==> src/rtl/sequence_detector_pkg.sv <==
// Shared types and constants for the serial combination-lock detector.
package sequence_detector_pkg;

  localparam int unsigned CODE_LEN = 8;
  localparam int unsigned CNT_W    = 16;

  // State Sk = length of the longest history suffix equal to the code prefix inp[1:k].
  typedef logic [3:0] state_t;

  localparam state_t S0 = 4'd0;
  localparam state_t S1 = 4'd1;
  localparam state_t S2 = 4'd2;
  localparam state_t S3 = 4'd3;
  localparam state_t S4 = 4'd4;
  localparam state_t S5 = 4'd5;
  localparam state_t S6 = 4'd6;
  localparam state_t S7 = 4'd7;
  localparam state_t S8 = 4'd8;

endpackage

==> src/rtl/seq_prefix_match.sv <==
// Combinational longest-match search: largest k <= valid with the newest k
// history bits equal to inp[1:k] (hist[0] is the newest bit).
module seq_prefix_match
  import sequence_detector_pkg::*;
#(
  parameter int unsigned LEN = CODE_LEN
) (
  input  logic [LEN-1:0] hist,
  input  logic [3:0]     valid,
  input  logic [1:LEN]   inp,
  output state_t         match_k
);

  state_t cand [0:LEN];

  assign cand[0] = S0;

  // Each stage overrides the shorter candidate when its own prefix matches.
  for (genvar k = 1; k <= LEN; k++) begin : g_k
    logic [k-1:0] eq;
    logic         hit;

    for (genvar j = 1; j <= k; j++) begin : g_j
      assign eq[j-1] = (inp[j] == hist[k-j]);
    end

    assign hit     = (&eq) && (valid >= 4'(k));
    assign cand[k] = hit ? state_t'(k) : cand[k-1];
  end

  assign match_k = cand[LEN];

endmodule

==> src/rtl/sequence_detector.sv <==
// Moore detector for an 8-bit serial unlock code with full overlap.
// Optional MATCH_COUNT_EN adds a saturating detection counter output.
module sequence_detector
  import sequence_detector_pkg::*;
#(
  parameter int unsigned LEN = CODE_LEN
) (
  input  logic             clock,
  input  logic             reset,
  input  logic             x_in,
  input  logic [1:LEN]     inp,
  output logic             y_out
`ifdef MATCH_COUNT_EN
  ,
  output logic [CNT_W-1:0] match_count
`endif
);

  localparam state_t S_FULL = state_t'(LEN);

  logic [LEN-1:0] hist;
  logic [LEN-1:0] hist_next;
  logic [3:0]     valid;
  logic [3:0]     valid_next;
  state_t         state;
  state_t         state_next;

  assign hist_next  = {hist[LEN-2:0], x_in};
  assign valid_next = (valid == 4'(LEN)) ? valid : valid + 4'd1;

  // Next state is recomputed from history against the live code every edge.
  seq_prefix_match #(.LEN(LEN)) u_match (
    .hist    (hist_next),
    .valid   (valid_next),
    .inp     (inp),
    .match_k (state_next)
  );

  always_ff @(posedge clock or negedge reset) begin
    if (!reset) begin
      hist  <= '0;
      valid <= '0;
      state <= S0;
      y_out <= 1'b0;
    end else begin
      hist  <= hist_next;
      valid <= valid_next;
      state <= state_next;
      y_out <= (state_next == S_FULL);
    end
  end

  a_y_tracks_state : assert property (@(posedge clock) disable iff (!reset)
    y_out == (state == S_FULL));

`ifdef MATCH_COUNT_EN
  always_ff @(posedge clock or negedge reset) begin
    if (!reset) begin
      match_count <= '0;
    end else if ((state_next == S_FULL) && (match_count != {CNT_W{1'b1}})) begin
      match_count <= match_count + CNT_W'(1);
    end
  end
`endif

endmodule

==> config.mk <==
export PLATFORM = sky130hd
export DESIGN_NAME = sequence_detector
export DESIGN_NICKNAME = d
export VERILOG_FILES = /design/src/rtl/sequence_detector_pkg.sv /design/src/rtl/seq_prefix_match.sv /design/src/rtl/sequence_detector.sv
export SDC_FILE = /design/constraint.sdc
export NUM_CORES = 1
export LEC_CHECK = 0
export CAP_MARGIN = 20
export CORE_UTILIZATION = 41
export CTS_CLUSTER_SIZE = 25
export DETAILED_ROUTE_END_ITERATION = 8
export PLACE_DENSITY_LB_ADDON = 0.12
export SYNTH_ARGS = -nofsm -noshare
export SYNTH_HDL_FRONTEND = slang
export SYNTH_HIERARCHICAL = 1
export SYNTH_SLANG_ARGS = --single-unit
==> constraint.sdc <==
create_clock -name clock -period 3.9 [get_ports clock]
set_input_delay 0.78 -clock clock [delete_from_list [all_inputs] [get_ports clock]]
set_output_delay 0.78 -clock clock [all_outputs]
set_load 0.01 [all_outputs]
======== Word level (Yosys, flattened, before mapping) ========
Index checks and enable logic that the tools add are counted.
word-level totals
  word-level logic and storage cells ...... 74
  register bits ........................... 12
cells by class
  multiplexer cells ....................... 9
  eq/ne operators ......................... 38
  $add $sub $neg .......................... 1
  magnitude comparators ................... 8
  reductions and logical operators ........ 15
operators by type and width
  cell                   number
  $eq A1 B1 Y1           36
  $mux W4                8
  $ge A4 B3 Y1 const B   4
  $eq A4 B4 Y1 const B   2
  $ge A4 B2 Y1 const B   2
  $logic_and A1 B1 Y1    8
  $reduce_and A8 Y1      1
  $reduce_and A7 Y1      1
  $reduce_and A6 Y1      1
  $reduce_and A5 Y1      1
  $add A4 B1 Y4 const B  1
  $ge A4 B1 Y1 const B   1
  $ge A4 B4 Y1 const B   1
  $reduce_and A4 Y1      1
  $reduce_and A3 Y1      1
  $reduce_and A2 Y1      1
  $mux W1                1

======== Longest topological paths before layout ========
Gate-level depths: netlist (run 1).
  depth after elaboration ................. 13
  gate-level depth with buffers ........... 10
  gate-level depth less buffers ........... 10

======== Hierarchy ========
The synthesis (run 1) kept the hierarchy.
by module, submodules not included
  module             instances  area each (um^2)  cells an instance
  seq_prefix_match   1          594.3             75
  sequence_detector  1          401.6             25

======== Least setup slack after synthesis (run 1) ========
OpenSTA, ideal clock, no wires.
  kind .................................... register -> register
  start point ............................. register valid[0]
  end point ............................... register y_out
  data arrival time ....................... 2.360 ns
  period minus slack after synthesis ...... 2.465 ns
  stages on the path, launching flop included .. 11
  path slack .............................. 1.435 ns
  path through ............................ dfrtp_1 inv_1 ha_1 and2_1 o21ai_2 nor2_1 or4_4 nor4_4 a211o_1 a21oi_1 nor4b_1
between the ends
  elaborated cells on any way between the ends .. 28
  those cells by class .................... 1 x add/sub; 8 x order compare; 2 x eq/ne; 9 x mux; 8 x reduce/logical
RTL lines
  what                                                  RTL line                 source
  start: declaration                                    sequence_detector.sv:23  logic [3:0] valid;
  start signal: assignment                              sequence_detector.sv:47  valid <= valid_next;
  $add A4 B1 Y4 / $eq A4 B4 Y1 (equally long branches)  sequence_detector.sv:29  assign valid_next = (valid == 4'(LEN)) ? valid : valid + 4'd1;
  $mux W4 *                                             sequence_detector.sv:29
  via valid_next[2]                                     sequence_detector.sv:24  logic [3:0] valid_next;
  $ge A4 B2 Y1                                          seq_prefix_match.sv:27   assign hit = (&eq) && (valid >= 4'(k));
  $logic_and A1 B1 Y1                                   seq_prefix_match.sv:27
  $mux W4 (6 in series)                                 seq_prefix_match.sv:28   assign cand[k] = hit ? state_t'(k) : cand[k-1];
  $mux W4 *                                             seq_prefix_match.sv:28
  via state_next[1]                                     sequence_detector.sv:26  state_t state_next;
  $eq A4 B4 Y1 *                                        sequence_detector.sv:49  y_out <= (state_next == S_FULL);
  end signal: assignment                                sequence_detector.sv:49
  end: declaration                                      sequence_detector.sv:12  output logic y_out
Mark *: on every way through the listed nets, which the timed path passes. The rest lies on a longest branch.

======== Final worst setup path (run 1) ========
  start point ............................. input port x_in
  end point ............................... register y_out
between the ends
  word-level cells in the longest chain between the ends .. 11
  elaborated cells on any way between the ends .. 32
  those cells by class .................... 9 x eq/ne; 8 x mux; 15 x reduce/logical
ends and longest elaborated chain
  what                   RTL line                 source
  start: declaration     sequence_detector.sv:10  input logic x_in,
  $eq A1 B1 Y1           seq_prefix_match.sv:24   assign eq[j-1] = (inp[j] == hist[k-j]);
  $reduce_and A2 Y1      seq_prefix_match.sv:27
  $logic_and A1 B1 Y1    seq_prefix_match.sv:27
  $mux W4 (6 in series)  seq_prefix_match.sv:28
  $mux W4 *              seq_prefix_match.sv:28
  via state_next[1]      sequence_detector.sv:26
  $eq A4 B4 Y1 *         sequence_detector.sv:49
Marked as above.

==> results of run 1 <==
[logic make-up (layout without fill, tap and decap cells)]
logic type               after synthesis  after routing  share of synthesized area (%)
buffers and inverters                 12             18                          8.543
AND/OR/NAND/NOR                       24             24                          16.21
XOR/XNOR                              38             38                          33.42
adder cells (fa/ha/maj)                2              2                          2.512
flip-flops                            12             12                          30.15
AO/OA/AOI/OAI                         12             12                          9.172
[placed cells by master, fill, tap and decap left out, drive strengths merged]
cell type and count:
xnor2 18, or2b 2, nor3 3, clkbuf 4, nand3b 2, a2111o 1
nand3 4, inv 3, nand4 2, or4 1, and2 1, o21ai 1
nand2 1, clkdlybuf4s50 11, ha 2, xor2 20, nor4b 1, a21oi 6
a21bo 1, nor4 4, dfrtp 12, a31oi 1, nor2b 1, o311ai 1
nor2 2, a211o 1
[through the flow]
step	power, W	instance area (µm²)	hold slack (ns)	util [%]
finish	0.0003021	1104	0.4641	48.95
floorplan	0.0001927	996.0	0.3548	-
detailed placement	0.0002091	1067	0.4386	47.34
global route	0.0003225	1104	0.4793	48.95
CTS	0.0003073	1104	0.4557	48.95
global placement	0.0002093	1067	0.4418	47.34
[per-layer routing]
| layer | vias up | routed length (µm) |
|---|---|---|
| met4 | 0 | 14 |
| met3 | 2 | 84 |
| met2 | 18 | 845 |
| met5 | - | 0 |
| li1 | 349 | - |
| met1 | 328 | 969 |
[worst max path at each step]
stage,end,depth (start not counted)
CTS,y_out,7
finish,y_out,7
detailed placement,y_out,7
global route,y_out,7
global placement,y_out,7
floorplan,y_out,10
[worst reg2reg max path: stages (launching register included)]
cell     delay, ns
dfrtp_1       0.37
inv_1         0.08
ha_1          0.21
and2_1        0.15
o21ai_2       0.28
nor2_1        0.13
or4_4         0.58
nor4_4        0.33
a211o_1       0.15
a21oi_1       0.06
nor4b_1       0.36
[sequential cells by signal, indices dropped and copies added, names as in the netlist]
register / count
hist: 7
valid: 4
y_out: 1
[power by group]
group / internal (W) / switching [W]
sequential: 0.000128 / 0.00000838
combinational: 0.0000377 / 0.0000324
clock: 0.0000567 / 0.0000388
[area by class of cell]
| cell class | count | area, µm² | area share, % |
|---|---|---|---|
| flip-flops and latches | 12 | 300.3 | 27.21 |
| well taps | 28 | 35.03 | 3.175 |
| inverters | 3 | 11.26 | 1.020 |
| repair buffers | 11 | 110.1 | 9.977 |
| clock buffers | 4 | 36.28 | 3.288 |
| multi-input cells | 76 | 610.6 | 55.33 |
==> run metrics, run 1 <==
status=complete, no violations; syn nets=113; Synth Register Bits=12; Seq/Total Area, Yosys=30.15%; total die area=2630 µm²; CP bufs+invs=1; Final Skew=0.004589 ns; final setup TNS=0 ns; ys async rst share=100.0%; final net count=120; # H-tree levels=1; core area=2255 µm²; largest delay contributor family on the critical path=simple AND/OR/NAND/NOR gates; worst setup slack after layout=1.017 ns; RSZ-0062 raised after global routing=no; Tmin final=2.883 ns; crit path max fanout=9; share of cells above drive strength 1=9.434%; met1 Usage GRT=21.61%; Yosys warnings=6; post-synth top area share=30.15%; Die W=51.29 µm; IO Count=12; Detailed Routing Iterations Pass 1=4; Initial Util=44.17%; FILL cells=240; Root Buffer=clkbuf_4; met3 Track Usage GR=5.952%; via count=697; GR peak layer=met2; fin. max-slew vios=0; Critical Path Max Stage Delay=0.67 ns; CP Launch Type=input port; largest net degree at the start of global routing=13; Post-Route WL=1912 µm; most common cell in the synthesized netlist=xor2_1; PwrDens=273.7 nW/µm²; most frequent cells after synthesis=20 x xor2_1, 18 x xnor2_1, 12 x dfrtp_1; CTS max path bufs=2; Die Y-Extent=51.29 µm; ant diodes=0; syn_area_per_cell=9.960 µm²; Synth area leader=dfrtp_1; slowest CP cell=clkdlybuf4s50_1; reg2reg start=valid[0]; critical path capture point type=flop; top_reg_cell synth=dfrtp_1; fmax=346.9 MHz; Num CTS Buffers=3; Iter 0 DRT Violations=9; peak supply drop=0.2700 mV; cell count after synthesis=100; worst hold path type=flop to flop; relative slew slack=54.09%; gr usage total=17.10%; cts hold-fix bufs=0; pre-CTS setup slack=0.7031 ns; clk_lat worst skew=0.27 ns; hold path depth=0; gr ovfl total=0; drt wl/cell=14.27 µm; Reg2Reg Depth=10; crit path from=x_in; WP data required=4.06 ns; initial antenna violation count=0; met2 usage=26.54%; largest cells by area after synthesis=dfrtp_1 30%, xor2_1 18%, xnor2_1 16%, buf_4 3.8%, ha_1 2.5%; number of global-route vias before repair=654; max_cap viols=0; Layout area overhead=10.80%; CTS tree=yes; WS Path Type=input port to flop; # placed instances=130; hold endpoint=hist[6]; Post-synth EDFFs=0; DP HPWL=1467 µm; Worst-path clk slew=0.07 ns; first-pass GRT wire length=3208 µm; drc violations=0; Port Buffer Count=11; Final Cycle Share=73.91%; Arr. time, crit path=3.04 ns; post-CTS sizing=0; Final ANT Viol Nets=0; worst-path cell chain=clkdlybuf4s50_1 -> xor2_1 -> or4_4 -> nor4_4 -> a211o_1 -> a21oi_1 -> nor4b_1; R2R Path End=y_out; Setup violations, final=0; HP Start=hist[5]; Final Wtd Congestion=0.7932; Synth cell types=30; slew of the pin with the lowest slew margin=0.6824 ns; row cnt=17; reg2reg setup slack=1.10 ns; Leak=0.4165 nW; Post-CTS Setup Inserts=0; Non-Filler Instances=134; DR vias/cell=5.201; Cell Area, Synth=996.0 µm²; Clock Sinks=12; Hold Vio Cnt, Final=0
Power figures use the tool's default switching activity.
==> inputs of run 2 (changes only) <==
Clock period 3.9 ns to 2.6 ns, I/O delays scaled along.
==> run metrics, run 2 (synthesized netlist as in run 1, its figures left out) <==
reg2reg setup slack=0.16 ns (-0.94 ns); Initial Util=44.17% (unchanged); most common cell after layout, fill and taps aside=xor2_1; WP data required=2.76 ns (-1.30 ns); Final Skew=0.003407 ns (-0.001183 ns); via count=746 (+7.0%); Leak=0.4762 nW (+14%); row cnt=17 (unchanged); Post-Route WL=2058 µm (+7.6%); relative slew slack=63.97% (+9.9 points); Arr. time, crit path=2.61 ns (-0.43 ns); Regs by FF count=hist (7), valid (4), y_out (1); Tmin final=2.444 ns; cts hold-fix bufs=0 (unchanged); largest net degree at the start of global routing=13 (unchanged); drc violations=0 (unchanged); Final Cycle Share=94.00%; total die area=2630 µm² (unchanged); crit path from=valid[0]; Non-Filler Instances=146 (+9.0%); ant diodes=0 (unchanged); reg2reg start=valid[0]; drt wl/cell=14.10 µm (-1.2%); Hold Vio Cnt, Final=0 (unchanged); Final Wtd Congestion=0.8768 (+11%); gr usage total=19.75% (+2.6 points); Num CTS Buffers=3 (unchanged); RSZ-0062 raised after global routing=no; initial antenna violation count=0 (unchanged); WS Path Type=flop to flop; Setup violations, final=0 (unchanged); worst-path cell chain=inv_1 -> ha_1 -> and2_1 -> o21ai_2 -> nor2_1 -> or4_4 -> nor4_4 -> buf_4 -> nor2_1 -> a21oi_1 -> nor4b_2; Root Buffer=clkbuf_4; fmax=409.2 MHz; CTS tree=yes; final net count=132 (+10%); Die Y-Extent=51.29 µm (unchanged); gr ovfl total=0 (unchanged); hold path depth=0 (unchanged); DP HPWL=1650 µm (+12%); status=complete, no violations; max FFs per register=7 (unchanged); DR vias/cell=5.110 (-1.8%); Iter 0 DRT Violations=14 (+5); crit path max fanout=3 (-6); Critical Path Max Stage Delay=0.56 ns (-0.11 ns); worst hold path type=flop to flop; clk_lat worst skew=0.27 ns (about the same); Detailed Routing Iterations Pass 1=4 (unchanged); slowest CP cell=or4_4; most frequent cells in the layout=20 x xor2_1, 18 x xnor2_1, 12 x dfrtp_1, 12 x buf_4, 11 x clkdlybuf4s50_1; worst setup slack after layout=0.1560 ns (-0.8613 ns); Largest Register=hist; core area=2255 µm² (unchanged); R2R Path End=y_out; max_cap viols=0 (unchanged); IO Count=12 (unchanged); FILL cells=233 (-2.9%); hold endpoint=hist[6]; # placed instances=142 (+9.2%); peak supply drop=0.2638 mV (-2.3%); HP Start=hist[5]; slew of the pin with the lowest slew margin=0.5388 ns (-0.1436 ns); FF/Latch Area=300.3 µm² (unchanged); CP most frequent cell=nor2_1; fin. max-slew vios=0 (unchanged); CP Launch Type=flop; Layout area overhead=20.48%; pre-CTS setup slack=0.05872 ns (-0.6444 ns); critical path capture point type=flop; Port Buffer Count=11 (unchanged); Worst-path clk slew=0.07 ns (about the same); Die W=51.29 µm (unchanged); first-pass GRT wire length=3657 µm (+14%); Clock Sinks=12 (unchanged); number of global-route vias before repair=756 (+16%); PwrDens=390.0 nW/µm² (+42%); Final ANT Viol Nets=0 (unchanged); area of the multi-input gates=616.8 µm² (+1.0%); # H-tree levels=1 (unchanged); Reg2Reg Depth=11 (+1); share of cells above drive strength 1=19.49% (+10 points); final setup TNS=0 ns (unchanged); CTS max path bufs=2 (unchanged)
[run 2: cell count changes in the layout (fill, tap and decap cells not counted)]
cell	previous run	this run
nor4b_2	0	1
buf_4	0	12
nor4b_1	1	0
[run 2: how the worst max path moves through the flow]
stage,endpoint,cells after the start
final,y_out,11
after global routing,y_out,10
after CTS,y_out,10
after detailed placement,y_out,9
after global placement,y_out,9
after floorplan,y_out,10
[run 2: per-layer routing]
metal  global-route usage (%)  up-vias  share of wire (%)
li1                         -      370                  -
met1                    22.22      358                 43
met2                    34.87       16                 53
met3                    5.357        2                3.4
met4                    8.108        0                1.3
met5                        0        -                  0
[run 2: final cells by class]
class                      instances  share of cell area [%]
multi-input combinational         76                   51.41
sequential                        12                   25.03
inverter                           3                  0.9385
clock buffer                       4                   3.024
timing repair buffer              23                   16.68
tap                               28                   2.920
[run 2: repair_timing]
item / 4_1_cts / 5_1_grt
buffers inserted: 0 / 0
setup endpoints to repair: 0 / 1
resized for setup: 0 / 1
[run 2: critical path: cells and delay by family, from the launching register on]
kind	cells	cell delay [ns]
AND/OR/NAND/NOR	6	1.19
flip-flops	1	0.37
buffers and inverters	2	0.23
AO/OA/AOI/OAI	2	0.33
adder cells (fa/ha/maj)	1	0.20
[run 2: per-stage QoR]
step	utilization (%)	hold WS (ns)	area [µm²]	total power (W)
6_report	53.22	0.4591	1200	0.0004679
5_1_grt	53.22	0.4732	1200	0.0004958
4_1_cts	52.94	0.4617	1194	0.0004722
3_5_place_dp	51.33	0.4422	1157	0.0003240
3_3_place_gp	51.33	0.4507	1157	0.0003223
2_1_floorplan	-	0.2244	996.0	0.0002891
[run 2: where the power goes]
part           leakage, nW  switching [W]  internal [W]
Sequential           0.146     0.00000779      0.000192
Clock               0.0210      0.0000608     0.0000851
Combinational        0.309      0.0000563     0.0000659
Total                0.476       0.000125      0.000343
